--- config.mk ---
export PLATFORM = sky130hd
export DESIGN_NAME = line_assembler
export DESIGN_NICKNAME = d
export VERILOG_FILES = /design/src/rtl/line_assembler.sv
export SDC_FILE = /design/constraint.sdc
export NUM_CORES = 1
export LEC_CHECK = 0
export BUFFER_PORTS_ARGS = -buffer_cell sky130_fd_sc_hd__buf_4
export CAP_MARGIN = 20
export CORE_AREA = 2 2 277 279
export CTS_CLUSTER_DIAMETER = 40
export DETAILED_ROUTE_END_ITERATION = 8
export DIE_AREA = 0 0 279 281
export GPL_TIMING_DRIVEN = 1
export PLACE_DENSITY_LB_ADDON = 0.2
export SLEW_MARGIN = 30
export SYNTH_ARGS = -nofsm -noshare
export SYNTH_HDL_FRONTEND = slang
export SYNTH_SLANG_ARGS = --single-unit
--- constraint.sdc ---
create_clock -name CLK -period 3.8 [get_ports CLK]
set_input_delay 0 -clock CLK [delete_from_list [all_inputs] [get_ports CLK]]
set_output_delay 0 -clock CLK [all_outputs]
set_load 0.005 [all_outputs]
--- src/rtl/line_assembler.sv ---
// Line assembler: collects image/template pixel columns into a registered line.
// Define LINE_ASM_PAD_EN to add line_end for short, zero-padded lines.
module line_assembler #(
    parameter int PIXEL_SIZE    = 8,
    parameter int LINE_SIZE     = 16,
    parameter int NUM_TEMPLATES = 4
) (
    input  logic                                                   CLK,
    input  logic                                                   RST_N,
    input  logic                                                   pix_valid,
    output logic                                                   pix_ready,
    input  logic [PIXEL_SIZE-1:0]                                  I_pix,
    input  logic [NUM_TEMPLATES-1:0][PIXEL_SIZE-1:0]               T_pix,
`ifdef LINE_ASM_PAD_EN
    input  logic                                                   line_end,
`endif
    output logic [LINE_SIZE-1:0][PIXEL_SIZE-1:0]                   I_out_line,
    output logic [LINE_SIZE-1:0][NUM_TEMPLATES-1:0][PIXEL_SIZE-1:0] T_out_line,
    output logic                                                   line_valid,
    input  logic                                                   line_ready,
    output logic [15:0]                                            line_cnt
);

    localparam int PW = (LINE_SIZE > 1) ? $clog2(LINE_SIZE) : 1;

    typedef enum logic {FILL, HOLD} state_t;

    state_t          state;
    state_t          state_n;
    logic [PW-1:0]   wr_ptr;
    logic [15:0]     cnt_q;
    logic            started;
    logic            accept;
    logic            handoff;
    logic            last_col;
    logic            close_line;

    assign last_col = (wr_ptr == PW'(LINE_SIZE - 1));
`ifdef LINE_ASM_PAD_EN
    assign close_line = last_col | line_end;
`else
    assign close_line = last_col;
`endif
    assign line_cnt = cnt_q;

    always_comb begin
        state_n    = state;
        pix_ready  = 1'b0;
        line_valid = 1'b0;
        accept     = 1'b0;
        handoff    = 1'b0;
        unique case (state)
            FILL: begin
                // started keeps pix_ready low until the first edge after reset
                pix_ready = started;
                accept    = pix_valid & started;
                if (accept && close_line) begin
                    state_n = HOLD;
                end
            end
            HOLD: begin
                line_valid = 1'b1;
                handoff    = line_ready;
                if (line_ready) begin
                    state_n = FILL;
                end
            end
        endcase
    end

    always_ff @(posedge CLK or negedge RST_N) begin
        if (!RST_N) begin
            state   <= FILL;
            started <= 1'b0;
            wr_ptr  <= '0;
            cnt_q   <= '0;
        end else begin
            state   <= state_n;
            started <= 1'b1;
            if (accept) begin
                wr_ptr <= close_line ? '0 : wr_ptr + PW'(1);
            end
            if (handoff) begin
                cnt_q <= cnt_q + 16'd1;
            end
        end
    end

    always_ff @(posedge CLK or negedge RST_N) begin
        if (!RST_N) begin
            I_out_line <= '0;
            T_out_line <= '0;
        end else if (accept) begin
            for (int i = 0; i < LINE_SIZE; i++) begin
                if (PW'(i) == wr_ptr) begin
                    I_out_line[i] <= I_pix;
                    T_out_line[i] <= T_pix;
                end
`ifdef LINE_ASM_PAD_EN
                // a short line clears every slot above its last column
                else if (line_end && (PW'(i) > wr_ptr)) begin
                    I_out_line[i] <= '0;
                    T_out_line[i] <= '0;
                end
`endif
            end
        end
    end

endmodule

==> impl_metrics.ini <==
[layout]
drive_gt1_share_pct = 66.0
design_area_um2 = 35600
final_nets = 2330
synthToLayoutAreaGrowth_pct = 42.4
fin_cells = 3350
num_antenna_cells = 0

[setup_path]
startpoint_type = flip-flop
path_buf_inv = 1
crit_chain = nand4bb_1 > nor2_1 > nand2_2 > buf_4 > mux2_2
crit_fanout = 21
cp.arrival_ns = 3.24
crit_path_max_incr_delay_ns = 0.49
cp.required_ns = 4.29
worstSetupPathType = flip-flop to flip-flop
end_kind = flip-flop
crit_family = simple AND/OR/NAND/NOR gates
cp_slowest_cell = nand4bb_1

[drt]
vias = 15700
wire_per_inst_um = 24.1
drt-initial-drc-count = 627
dr.pass1.iters = 4
final_antenna_net_count = 0
via_per_inst = 4.70
routed_wirelength_um = 80600
route.detailed.drc = 0

[outcome]
run_status = complete, but fails checks
failed_checks = negative hold slack

[synth]
synth_cells = 1503
async_flop_share_pct = 100
syn-cell-area_um2 = 25000
synth_top_flop_cell = dfrtp_1
synth.most_common_cell = dfrtp_1
synth_common_cells = dfrtp_1 (662), mux2_2 (586), buf_2 (62)
synthDistinctLibCells = 33
postSynthAreaPerCell_um2 = 16.6
synth.net_count = 1552
ys_top_cells_by_area = dfrtp_1 (66%), mux2_2 (26%), mux2_4 (2.4%)
synth_edf_count = 0
synth-seq-cells = 662
ys_warn_count = 0
synth_largest_area_cell = dfrtp_1
ys_seq_area_share_pct = 66.2
synth_top_cell_area_share_pct = 66.2

[sta]
min_period_ns = 2.75
setup_tns_ns = 0
worst_clock_skew_ns = 0.0265
fmax_mhz = 364
rsz0062_at_grt = no
slew-limit-headroom_pct = 37.4
tightest_slew_ns = 0.937
finalHoldViolCount = 8
finalCritPeriodShare_pct = 72.4
timing.hold.ws_ns = -0.0231
finalSetupViolCount = 0
maxSlewViolCount = 0

[pwr]
vdd_drop_max_v = 0.000449
leakagePower_nw = 17.9
pwr_density_cell_nw_per_um2 = 846

[floorplan]
core_um2 = 75400
placementRows = 101
die_h_um = 281
die_area_um2 = 78400
die_w_um = 279
initial_utilization_pct = 33.2
io_pins = 702

[clocking]
path_clk_slew_ns = 0.05
htreeDepth = 3
cts_tree = yes
clk_latency_ns = 0.65
cts-resized-gates = 0
clockBufferDepth = 3
root_buffer = clkbuf_16
cts-buffers-inserted = 105
cts.sinks = 662

[grt]
grt_pass1_wl_um = 117000
grt_overflow_total = 0
grt_max_degree = 92
grt_pass1_vias = 16800
grt_usage_pct = 20.1
antenna_found_initial = 0

[placement]
io_buffers = 701
dp_cells = 3108
postPlaceCellArea_um2 = 31500
place.gp.congestion = 0.759
post-dp-hpwl_um = 55500

[worst_hold_path]
hold_path_class = input pin to async pin

[run]
max_cap_viol_count = 0
==> sequential cells by signal, summed over array words and instances, names as in the netlist <==
register / count
I_out_line: 128
T_out_line: 512
line_cnt: 16
started: 1
state: 1
wr_ptr: 4
==> worst reg2reg max path, delay by kind of cell (launching register included) <==
family / cells / cell delay (ns)
buffers and inverters: 1 / 0.44
flip-flops: 1 / 0.48
multiplexers: 1 / 0.35
AND/OR/NAND/NOR: 3 / 1.33
==> kinds of logic after synthesis <==
family,Yosys count,synth area share (%)
other cells,1,0.0150
mux,641,29.5
buf+inv,116,2.19
simple gates,57,1.20
compound gates,5,0.130
flops,662,66.2
xor+xnor,16,0.560
fa+ha+maj,5,0.250
==> layout by cell type, fill, tap and decap left out, drive strengths merged <==
master / n
a21o: 1
a22o: 1
and2: 3
and3: 2
and3b: 1
buf: 738
bufinv: 8
clkbuf: 138
clkinv: 30
clkinvlp: 9
conb: 1
dfrtp: 662
dlygate4sd3: 44
ha: 5
inv: 18
mux2: 641
nand2: 15
nand3: 10
nand4: 2
nand4b: 1
nand4bb: 1
nor2: 13
nor2b: 1
nor3: 2
nor3b: 2
nor4: 2
nor4b: 1
o21ai: 2
o22ai: 1
or3: 1
xnor2: 11
xor2: 5
==> layout make-up <==
type	instances	area [µm²]
clock inverters	60	697
clock buffers	138	2960
fillers	6651	39800
repair buffers	782	6170
inverters	5	18.8
multi-input cells	725	7990
well taps	978	1220
flip-flops and latches	662	16600
==> metal layers <==
metal	global-route usage (%)	share of wire, %
met1	24.0	40
met2	34.4	50
met3	5.70	6.4
met4	8.01	3.6
met5	0	0
==> what timing repair did <==
action,in CTS,in global routing
hold buffers,44,0
endpoints found under the hold margin,739,0
buffers inserted,0,0
==> worst paths after layout <==
check / start / endpoint / slack [ns] / cells after the start
min: RST_N / I_out_line[10]$_DFFE_PN0P_ / -0.02 / 2
max: wr_ptr[3]$_DFFE_PN0P_ / T_out_line[100]$_DFFE_PN0P_ / 1.05 / 5
min in group CLK: I_pix[6] / I_out_line[14]$_DFFE_PN0P_ / 0.29 / 3
max reg2reg: wr_ptr[3]$_DFFE_PN0P_ / T_out_line[100]$_DFFE_PN0P_ / 1.05 / 5
max in group asynchronous: RST_N / T_out_line[454]$_DFFE_PN0P_ / 2.62 / 3
min reg2reg: I_out_line[37]$_DFFE_PN0P_ / I_out_line[37]$_DFFE_PN0P_ / 0.49 / 1
==> power by group <==
part           leakage (nW)  internal [mW]  switching [mW]
sequential             8.59           9.87            1.58
clock                  1.78           6.10            3.56
combinational          7.50           5.67            3.35
==> stage by stage <==
stage	setup slack, ns	power, mW	utilization [%]
2_1_floorplan	1.93	14.5	-
3_3_place_gp	1.17	20.5	41.8
3_5_place_dp	1.08	20.7	41.8
4_1_cts	1.04	30.6	47.2
5_1_grt	0.903	31.6	47.2
6_report	1.05	30.1	47.2
(Power assumes the default switching activity.)
